File: src/rtl/weight_fetch_pkg.sv
// Shared types and default sizing for the weight fetch controller.
package weight_fetch_pkg;

  typedef enum logic [1:0] {
    ST_IDLE  = 2'd0,
    ST_ISSUE = 2'd1,
    ST_WAIT  = 2'd2,
    ST_OUT   = 2'd3
  } fetch_state_e;

  localparam int DEF_NUM_LANE = 2;
  localparam int DEF_TILE     = 6;
  localparam int DEF_WEIGHT_W = 12;
  localparam int DEF_DATA_W   = 512;
  localparam int DEF_ADDR_W   = 8;

  // Packed width of one TILE x TILE tile of WEIGHT_W elements.
  localparam int DEF_TILE_BITS = DEF_TILE * DEF_TILE * DEF_WEIGHT_W;

endpackage

File: src/rtl/weight_fetch_controller_unpack.sv
// Slices one SRAM word into a row-major TILE x TILE tile; bits above the tile are dropped.
module weight_tile_unpack
  import weight_fetch_pkg::*;
#(
  parameter int TILE     = DEF_TILE,
  parameter int WEIGHT_W = DEF_WEIGHT_W,
  parameter int DATA_W   = DEF_DATA_W
) (
  input  logic [DATA_W-1:0]              word,
  output logic [TILE*TILE*WEIGHT_W-1:0]  tile
);

  localparam int TILE_BITS = TILE * TILE * WEIGHT_W;

  for (genvar i = 0; i < TILE; i++) begin : g_row
    for (genvar j = 0; j < TILE; j++) begin : g_col
      assign tile[(i*TILE+j)*WEIGHT_W +: WEIGHT_W] = word[(i*TILE+j)*WEIGHT_W +: WEIGHT_W];
    end
  end

  if (DATA_W > TILE_BITS) begin : g_spare
    logic unused_hi;
    assign unused_hi = ^word[DATA_W-1:TILE_BITS];
  end

endmodule

File: src/rtl/weight_fetch_controller.sv
// Walks a run of input-depth indices, reads one weight word per lane per index,
// and presents the unpacked tiles under a valid/ready handshake.
//
// state | meaning
// IDLE  | waiting for a job, ready_o high
// ISSUE | one-cycle read strobe on enabled lanes
// WAIT  | collecting per-lane read data
// OUT   | beat valid, held until ready_i
module weight_fetch_controller
  import weight_fetch_pkg::*;
#(
  parameter int NUM_LANE = DEF_NUM_LANE,
  parameter int TILE     = DEF_TILE,
  parameter int WEIGHT_W = DEF_WEIGHT_W,
  parameter int DATA_W   = DEF_DATA_W,
  parameter int ADDR_W   = DEF_ADDR_W
) (
  input  logic                                  clk,
  input  logic                                  reset,
  input  logic [ADDR_W-1:0]                     total_od_i,
  input  logic                                  start_i,
  input  logic [ADDR_W-1:0]                     od_base_i,
  input  logic [ADDR_W-1:0]                     id_start_i,
  input  logic [ADDR_W-1:0]                     id_count_i,
  output logic                                  ready_o,
  output logic [NUM_LANE-1:0]                   rd_en_o,
  output logic [NUM_LANE*ADDR_W-1:0]            rd_addr_o,
  input  logic [NUM_LANE*DATA_W-1:0]            rd_data_i,
  input  logic [NUM_LANE-1:0]                   rd_valid_i,
  output logic [NUM_LANE*TILE*TILE*WEIGHT_W-1:0] tile_o,
  output logic [NUM_LANE-1:0]                   lane_valid_o,
  output logic [NUM_LANE*ADDR_W-1:0]            od_o,
  output logic [ADDR_W-1:0]                     id_o,
  output logic                                  valid_o,
  output logic                                  last_o,
  input  logic                                  ready_i,
  output logic                                  busy_o,
  output logic                                  done_o
);

  localparam int TILE_BITS = TILE * TILE * WEIGHT_W;

  if (TILE_BITS > DATA_W) begin : g_bad_cfg
    $error("weight_fetch_controller: TILE*TILE*WEIGHT_W exceeds DATA_W");
  end

  fetch_state_e                  state;
  logic [ADDR_W-1:0]             od_base_q;
  logic [ADDR_W-1:0]             total_od_q;
  logic [ADDR_W-1:0]             id_q;
  logic [ADDR_W-1:0]             remaining_q;
  logic [NUM_LANE-1:0]           lane_en_q;
  logic [NUM_LANE-1:0]           captured_q;
  logic [NUM_LANE*TILE_BITS-1:0] tile_q;
  logic                          empty_done_q;

  logic [NUM_LANE*TILE_BITS-1:0] tile_unpacked;
  logic [ADDR_W-1:0]             ld_base;
  logic [ADDR_W-1:0]             ld_total;
  logic [ADDR_W-1:0]             ld_id;
  logic [ADDR_W-1:0]             ld_row;
  logic [NUM_LANE-1:0]           ld_en;
  logic [NUM_LANE*ADDR_W-1:0]    ld_addr;
  logic [NUM_LANE-1:0]           cap_now;
  logic [NUM_LANE-1:0]           captured_nxt;
  logic                          last_beat;

  for (genvar k = 0; k < NUM_LANE; k++) begin : g_lane
    weight_tile_unpack #(
      .TILE     (TILE),
      .WEIGHT_W (WEIGHT_W),
      .DATA_W   (DATA_W)
    ) u_unpack (
      .word (rd_data_i[k*DATA_W +: DATA_W]),
      .tile (tile_unpacked[k*TILE_BITS +: TILE_BITS])
    );
  end

  // Operands of the next ISSUE: the job inputs on accept, the latched job on a beat advance.
  always_comb begin
    ld_en   = '0;
    ld_addr = '0;
    if (state == ST_IDLE) begin
      ld_base  = od_base_i;
      ld_total = total_od_i;
      ld_id    = id_start_i;
    end else begin
      ld_base  = od_base_q;
      ld_total = total_od_q;
      ld_id    = id_q + ADDR_W'(1);
    end
    ld_row = ld_total * ld_id;
    for (int k = 0; k < NUM_LANE; k++) begin
      ld_en[k] = ({1'b0, ld_base} + (ADDR_W+1)'(k)) < {1'b0, ld_total};
      if (ld_en[k])
        ld_addr[k*ADDR_W +: ADDR_W] = ld_base + ADDR_W'(k) + ld_row;
    end
  end

  always_comb begin
    last_beat    = (remaining_q == ADDR_W'(1));
    cap_now      = rd_valid_i & lane_en_q & ~captured_q & {NUM_LANE{state == ST_WAIT}};
    captured_nxt = captured_q | cap_now;
  end

  always_ff @(posedge clk or negedge reset) begin
    if (!reset) begin
      state        <= ST_IDLE;
      od_base_q    <= '0;
      total_od_q   <= '0;
      id_q         <= '0;
      remaining_q  <= '0;
      lane_en_q    <= '0;
      captured_q   <= '0;
      tile_q       <= '0;
      empty_done_q <= 1'b0;
      rd_en_o      <= '0;
      rd_addr_o    <= '0;
    end else begin
      rd_en_o      <= '0;
      rd_addr_o    <= '0;
      empty_done_q <= 1'b0;
      case (state)
        ST_IDLE: begin
          if (start_i) begin
            od_base_q   <= od_base_i;
            total_od_q  <= total_od_i;
            id_q        <= id_start_i;
            remaining_q <= id_count_i;
            if (id_count_i == '0) begin
              empty_done_q <= 1'b1;
            end else begin
              state      <= ST_ISSUE;
              lane_en_q  <= ld_en;
              captured_q <= '0;
              rd_en_o    <= ld_en;
              rd_addr_o  <= ld_addr;
            end
          end
        end
        ST_ISSUE: state <= ST_WAIT;
        ST_WAIT: begin
          for (int k = 0; k < NUM_LANE; k++)
            if (cap_now[k])
              tile_q[k*TILE_BITS +: TILE_BITS] <= tile_unpacked[k*TILE_BITS +: TILE_BITS];
          captured_q <= captured_nxt;
          if (captured_nxt == lane_en_q)
            state <= ST_OUT;
        end
        ST_OUT: begin
          if (ready_i) begin
            remaining_q <= remaining_q - ADDR_W'(1);
            id_q        <= ld_id;
            if (last_beat) begin
              state <= ST_IDLE;
            end else begin
              state      <= ST_ISSUE;
              lane_en_q  <= ld_en;
              captured_q <= '0;
              rd_en_o    <= ld_en;
              rd_addr_o  <= ld_addr;
            end
          end
        end
        default: state <= ST_IDLE;
      endcase
    end
  end

  always_comb begin
    ready_o      = (state == ST_IDLE);
    busy_o       = (state != ST_IDLE);
    valid_o      = (state == ST_OUT);
    last_o       = valid_o && last_beat;
    done_o       = empty_done_q || (valid_o && ready_i && last_beat);
    id_o         = valid_o ? id_q : '0;
    lane_valid_o = valid_o ? lane_en_q : '0;
    od_o         = '0;
    tile_o       = '0;
    for (int k = 0; k < NUM_LANE; k++) begin
      if (valid_o)
        od_o[k*ADDR_W +: ADDR_W] = od_base_q + ADDR_W'(k);
      if (valid_o && lane_en_q[k])
        tile_o[k*TILE_BITS +: TILE_BITS] = tile_q[k*TILE_BITS +: TILE_BITS];
    end
  end

endmodule

File: config.mk
export PLATFORM = sky130hd
export DESIGN_NAME = weight_fetch_controller
export DESIGN_NICKNAME = d
export VERILOG_FILES = /design/src/rtl/weight_fetch_pkg.sv /design/src/rtl/weight_fetch_controller_unpack.sv /design/src/rtl/weight_fetch_controller.sv
export SDC_FILE = /design/constraint.sdc
export NUM_CORES = 2
export LEC_CHECK = 0
export CORE_AREA = 5 5 760 762
export DETAILED_ROUTE_END_ITERATION = 12
export DIE_AREA = 0 0 765 767
export SETUP_SLACK_MARGIN = 0.05
export SYNTH_ARGS = -nofsm -noshare
export SYNTH_HDL_FRONTEND = slang
export SYNTH_SLANG_ARGS = --single-unit
File: constraint.sdc
create_clock -name clk -period 6.5 [get_ports clk]
set_input_delay 0.975 -clock clk [delete_from_list [all_inputs] [get_ports clk]]
set_output_delay 0.975 -clock clk [all_outputs]
set_load 0.01 [all_outputs]
**After elaboration in Yosys (flattened, before gate mapping)**

Index checks and enable logic that the tools add are counted.

- Register bits: 921
- Bits of input ports: 1062
- Output and inout port bits: 913
- Word-level logic and storage cells: 101

- Add/subtract/negate cells: 7
- Multiply operators: 1
- Magnitude comparators: 2
- Equality and inequality tests: 10
- Muxes and demuxes: 46
- Bitwise operators: 5
- Reductions and logical operators: 18

Operator list:

| kind | number |
|---|---|
| 432-bit 2-to-1 mux | 2 |
| 8-bit 2-to-1 mux | 12 |
| 16-bit 2-to-1 mux | 4 |
| 2-bit 2-to-1 mux | 17 |
| 16-bit one-hot mux with 2 select lines | 1 |
| 8-bit one-hot mux with 2 select lines | 2 |
| 8-bit by 1-bit adder with 8-bit output, second input constant | 3 |
| 8-bit adder | 2 |
| 5-bit AND reduction | 2 |
| 8-bit by 1-bit adder with 9-bit output, second input constant | 1 |
| 9-bit by 8-bit less-than comparator with 1-bit output | 1 |
| 8-bit by 1-bit == test with 1-bit output, second input constant | 1 |
| 8-bit logical NOT | 1 |
| 8-bit less-than comparator | 1 |
| 8-bit by 8-bit multiplier with 8-bit output | 1 |
| 2-bit one-hot mux with 2 select lines | 2 |
| 2-bit one-hot mux with 4 select lines | 1 |
| 8-bit by 1-bit subtractor with 8-bit output, second input constant | 1 |
| 2-bit bitwise AND | 3 |
| 2-bit inequality test, second input constant | 3 |
| 2-bit one-hot mux with 3 select lines | 1 |
| 2-bit AND reduction | 3 |
| 1-bit logical AND | 5 |
| 2-bit == test, second input constant | 2 |
| other kinds (12) | 17 |

**Logic depth before layout (Yosys ltp)**

- Word-level depth: 8
- Depth in mapped cells: 25
- Depth with buffers taken out: 22

**Hierarchy**

Synthesis repeated with hierarchy kept, for this count alone.

- Cells, all modules: 4297
- Area total of the unflattened synthesis: 49293.5 um^2

By module, submodules not included:

| module | times used | cells each | area an instance (um^2) | seq. area each (um^2) |
|---|---|---|---|---|
| weight_fetch_controller | 1 | 3433 | 42807.3 | 23047.1 |
| weight_tile_unpack | 2 | 432 | 3243.1 | 0.0 |

**Least setup slack after synthesis**

No wires, ideal clock.

- Path type: reg-to-reg
- Start: register state[0]
- End: register rd_addr_o[7]
- Library setup time: 0.130 ns
- Data arrival time: 5.210 ns
- Required time: 6.370 ns
- Setup slack: 1.160 ns
- Cell stages (with the launch flop): 22
- Buffers on the path: 4
- Period minus slack after synthesis: 5.340 ns
- Path through: dfrtp_1 > inv_1 > ha_1 > buf_6 > buf_12 > buf_4 > buf_4 > o21ai_0 > nand2b_1 > fa_1 > fa_1 > inv_1 > fa_1 > fa_1 > ha_1 > xnor2_1 > ha_1 > and4_1 > a221oi_1 > xor2_1 > xnor2_1 > nor2_1

- Word-level cells in the longest chain between the ends: 8
- Elaborated cells on any way between the ends: 14
- Classes of those cells: add/sub: 1; mul: 1; order compare: 1; eq/ne: 1; mux: 9; reduce/logical: 1

RTL lines:

| element | RTL line | text |
|---|---|---|
| start: declaration | weight_fetch_controller.sv:47 | `fetch_state_e state;` |
| start signal: assignment | weight_fetch_controller.sv:108 | `state <= ST_IDLE;` |
| start signal: assignment | weight_fetch_controller.sv:133 | `state <= ST_ISSUE;` |
| start signal: assignment | weight_fetch_controller.sv:141 | `ST_ISSUE: state <= ST_WAIT;` |
| 2-bit logical NOT * | - |  |
| net ready_o | weight_fetch_controller.sv:25 | `output logic ready_o,` |
| 8-bit 2-to-1 mux | weight_fetch_controller.sv:83 | `if (state == ST_IDLE) begin` |
| 8-bit by 8-bit multiplier with 8-bit output | weight_fetch_controller.sv:92 | `ld_row = ld_total * ld_id;` |
| 8-bit adder | weight_fetch_controller.sv:96 | `ld_addr[k*ADDR_W +: ADDR_W] = ld_base + ADDR_W'(k) + ld_row;` |
| 8-bit 2-to-1 mux | weight_fetch_controller.sv:95 | `if (ld_en[k])` |
| 16-bit 2-to-1 mux, on equally long branches | weight_fetch_controller.sv:154, weight_fetch_controller.sv:130 |  |
| 16-bit 2-to-1 mux, on equally long branches | weight_fetch_controller.sv:151, weight_fetch_controller.sv:125 |  |
| 16-bit one-hot mux with 2 select lines * | weight_fetch_controller.sv:123 | `case (state)` |
| end signal: assignment | weight_fetch_controller.sv:137 | `rd_addr_o <= ld_addr;` |
| end signal: assignment | weight_fetch_controller.sv:161 | `rd_addr_o <= ld_addr;` |
| end: declaration | weight_fetch_controller.sv:27 | `output logic [NUM_LANE*ADDR_W-1:0] rd_addr_o,` |

The timed path passes the listed nets; every way through them passes the cells marked *.
A chain may end at the register's enable or synchronous reset.

**Final worst setup path**

- Start: register state[0]
- End: register rd_addr_o[7]

- Word-level cells in the longest chain between the ends: 8
- Elaborated cells on any way between the ends: 14
- Classes of those cells: add/sub: 1; mul: 1; order compare: 1; eq/ne: 1; mux: 9; reduce/logical: 1

RTL lines:

| element | RTL line |
|---|---|
| 2-bit logical NOT | weight_fetch_controller.sv:83, weight_fetch_controller.sv:123 |
| 8-bit 2-to-1 mux | weight_fetch_controller.sv:83 |
| 8-bit by 8-bit multiplier with 8-bit output | weight_fetch_controller.sv:92 |
| 8-bit adder | weight_fetch_controller.sv:96 |
| 8-bit 2-to-1 mux | weight_fetch_controller.sv:95 |
| 16-bit 2-to-1 mux, on equally long branches | weight_fetch_controller.sv:154, weight_fetch_controller.sv:130 |
| 16-bit 2-to-1 mux, on equally long branches | weight_fetch_controller.sv:151, weight_fetch_controller.sv:125 |
| 16-bit one-hot mux with 2 select lines * | weight_fetch_controller.sv:123 |

Mark *: on every way between the ends. The rest lies on a longest branch, timed or not.

==> results.json <==
{
  "netlist.area_leader.share_pct": 53.7,
  "hold_class": "primary input to async pin",
  "cts_buffer_depth": 4,
  "cts_buffers": 140,
  "placementRows": 278,
  "grt_antenna_before_repair": 401,
  "required_ns": 7.16,
  "power.density_nw_per_um2": 505,
  "grt-ovfl-total": 0,
  "slew_violations": 0,
  "fmax_mhz": 166,
  "slowest_delay_ns": 0.60,
  "worstSetupEndpointType": "flip-flop",
  "synth_nets": 4551,
  "synthCells": 3428,
  "hpwl_um": 396000,
  "crit_slowest_cell": "ha_2",
  "postCtsSetupRepairBufs": 0,
  "cp-start-kind": "flip-flop",
  "worstMarginPinSlew_ns": 1.15,
  "rr_worst_depth": 22,
  "cts_hold_buffers": 0,
  "drc": 0,
  "p_sw_share_pct": 42.8,
  "firstDrtPassIters": 5,
  "tns_ns": 0,
  "share_comb_of_total_power_pct": 51.1,
  "area_growth_pct": 74.8,
  "critPathKind": "flip-flop to flip-flop",
  "viasPerCell": 2.92,
  "grt_max_degree": 194,
  "r2r-end": "rd_addr_o[7]$_DFF_PN0_",
  "post_cts_resize_count": 0,
  "yosysTopAreaCell": "dfrtp_1",
  "die_h_um": 767,
  "clkPwrFrac_pct": 21.8,
  "hold_slack_ns": 0.121,
  "ys_top_cells_by_area": "dfrtp_1 (54%), mux2_2 (23%), and3_1 (13%), clkbuf_1 (2.1%), ha_1 (1.4%)",
  "ios": 1975,
  "clock_sinks": 921,
  "routedWlPerCell_um": 35.3,
  "cp.arrival_ns": 6.68,
  "setup_ws_ns": 0.477,
  "synth_area_per_cell_sq_um": 12.5,
  "pwr-share-seq_pct": 27.1,
  "final_area_sq_um": 75100,
  "yosys_warnings": 0,
  "drt_iter0_drc": 1948,
  "via_count": 37600,
  "path_delay_family": "adder cells",
  "instances_no_fill": 12900,
  "grt_pass1_wl_um": 542000,
  "placed_cells": 12500,
  "drive_gt1_share_pct": 23.1,
  "path_clk_slew_ns": 0.06,
  "h-tree-depth": 4,
  "ys_seq_area_share_pct": 53.7,
  "gr-usage-all-layers_pct": 14.9,
  "placed_area_sq_um": 70000,
  "outcome": "finished clean",
  "clk_latency_ns": 0.88,
  "path_max_fanout": 22,
  "synth_cell_types": 64,
  "grt_pass1_vias": 39000,
  "internal-power_mw": 21.7,
  "core_area_sq_um": 571000,
  "ir_drop_uv": 657,
  "cpMostUsedCell": "inv_1",
  "drv_cap": 0,
  "tritoncts": "done",
  "p_sw_mw": 16.2,
  "clockRootBuffer": "clkbuf_16",
  "synth_area_sq_um": 42900,
  "timing.final.crit_share_pct": 92.7,
  "layout.nets": 6253,
  "start_util_pct": 7.52,
  "die_area_sq_um": 587000,
  "ant_nets": 0,
  "synthArstFlopShare_pct": 100,
  "place_ws_ns": 0.444,
  "final_core_util_pct": 13.1,
  "hold_violations": 0,
  "gp_congestion": 0.879,
  "yosysMostFrequentCell": "dfrtp_1",
  "rsz0062_at_grt": "no",
  "port_buffers": 1814,
  "p_total_mw": 37.9,
  "die_w_um": 765,
  "r2r_start": "state[0]$_DFFE_PN0P_",
  "synth-seq-cells": 921,
  "crit_buf_inv": 6,
  "wl_um": 455000,
  "layout_min_cycle_time_ns": 6.02,
  "fin_skew_ns": 0.0975,
  "synthTopCellsByCount": "dfrtp_1 (921), mux2_2 (883), and3_1 (867), clkbuf_1 (245), nor2_1 (69)",
  "slew-limit-headroom_pct": 23.5,
  "r2r_slack_ns": 0.48,
  "synth-edff-count": 0,
  "p_leak_nw": 31.2,
  "synthFlopType": "dfrtp_1",
  "finalSetupViolCount": 0,
  "path_cells": "inv_1 > ha_2 > buf_4 > mux2i_2 > inv_1 > nand2_1 > fa_1 > inv_1 > ha_1 > ha_1 > inv_1 > fa_1 > inv_1 > ha_1 > a21oi_1 > xnor2_1 > ha_1 > and4_1 > a221oi_1 > xor2_1 > xnor2_1 > nor2_1"
}
[worst register-to-register path, stage by stage (launching register included)]
cell      delay, ns
dfrtp_1        0.47
inv_1          0.13
ha_2           0.60
buf_4          0.32
mux2i_2        0.46
inv_1          0.14
nand2_1        0.14
fa_1           0.42
inv_1          0.08
ha_1           0.23
ha_1           0.28
inv_1          0.05
fa_1           0.48
inv_1          0.05
ha_1           0.32
a21oi_1        0.18
xnor2_1        0.17
ha_1           0.34
and4_1         0.27
a221oi_1       0.34
xor2_1         0.22
xnor2_1        0.16
nor2_1         0.06
[state kept, by name (all words and copies together) (netlist names)]
| register | count |
|---|---|
| tile_q | 864 |
| rd_addr_o | 16 |
| id_q | 8 |
| od_base_q | 8 |
| remaining_q | 8 |
| total_od_q | 8 |
| captured_q | 2 |
| lane_en_q | 2 |
| rd_en_o | 2 |
| state | 2 |
| empty_done_q | 1 |
[worst max path at each step]
stage                                         to  cells after the start            startpoint  slack, ns
after floorplan           rd_addr_o[7]$_DFF_PN0_                     21  state[0]$_DFFE_PN0P_       1.16
after global placement    rd_addr_o[7]$_DFF_PN0_                     17         id_start_i[3]       0.38
after detailed placement  rd_addr_o[7]$_DFF_PN0_                     17         id_start_i[3]       0.44
after CTS                 rd_addr_o[7]$_DFF_PN0_                     21  state[0]$_DFFE_PN0P_       0.47
after global routing      rd_addr_o[7]$_DFF_PN0_                     21  state[0]$_DFFE_PN0P_       0.14
final                     rd_addr_o[7]$_DFF_PN0_                     22  state[0]$_DFFE_PN0P_       0.48
[power by group through the flow]
stage                     combinational [mW]  clock, mW  sequential, mW
after floorplan                         10.1          0            9.50
after global placement                  19.6          0            10.2
after detailed placement                19.6          0            10.3
after CTS                               19.7       8.61            10.2
after global routing                    21.1       8.75            10.6
final                                   19.4       8.24            10.3
[cell type report]
cell class,instances,area (sq um)
fill,64400,496000
sequential,921,23100
timing repair buffer,1868,18800
multi-input combinational,2147,18400
tap,7560,9460
clock buffer,180,3910
clock inverter,70,918
antenna,95,238
inverter,52,195
[layout by cell type (no fill, tap or decap), types with 13 or more instances in the layout]
master	count
clkdlybuf4s50_1	1808
dfrtp_1	919
mux2_2	883
and3_1	867
clkbuf_16	140
diode_2	95
nor2_1	69
inv_1	50
ha_1	45
buf_4	37
nand2_1	35
xnor2_1	26
clkbuf_8	26
buf_12	23
a21oi_1	22
o21ai_0	21
clkinv_2	21
and2_1	17
fa_1	14
clkbuf_1	14
xor2_1	13
bufinv_16	13
[kinds of logic (layout without fill, tap and decap cells)]
family,count (synthesis),in the layout,synth area share (%)
AND/OR/NAND/NOR,1044,1044,14.6
flip-flops,921,921,53.7
multiplexers,899,899,23.6
buffers and inverters,360,2170,3.42
AO/OA/AOI/OAI,101,101,1.65
adder cells (fa/ha/maj),61,61,2.02
XOR/XNOR,42,42,0.962
other,0,95,0
[routing by layer]
layer	routed length (um)	GRT usage (%)
met2	176000	20.8
met3	111000	16.8
met5	1020	0
met1	145000	13.8
met4	22500	5.50
Note: power is estimated with default switching activity, not from simulation.
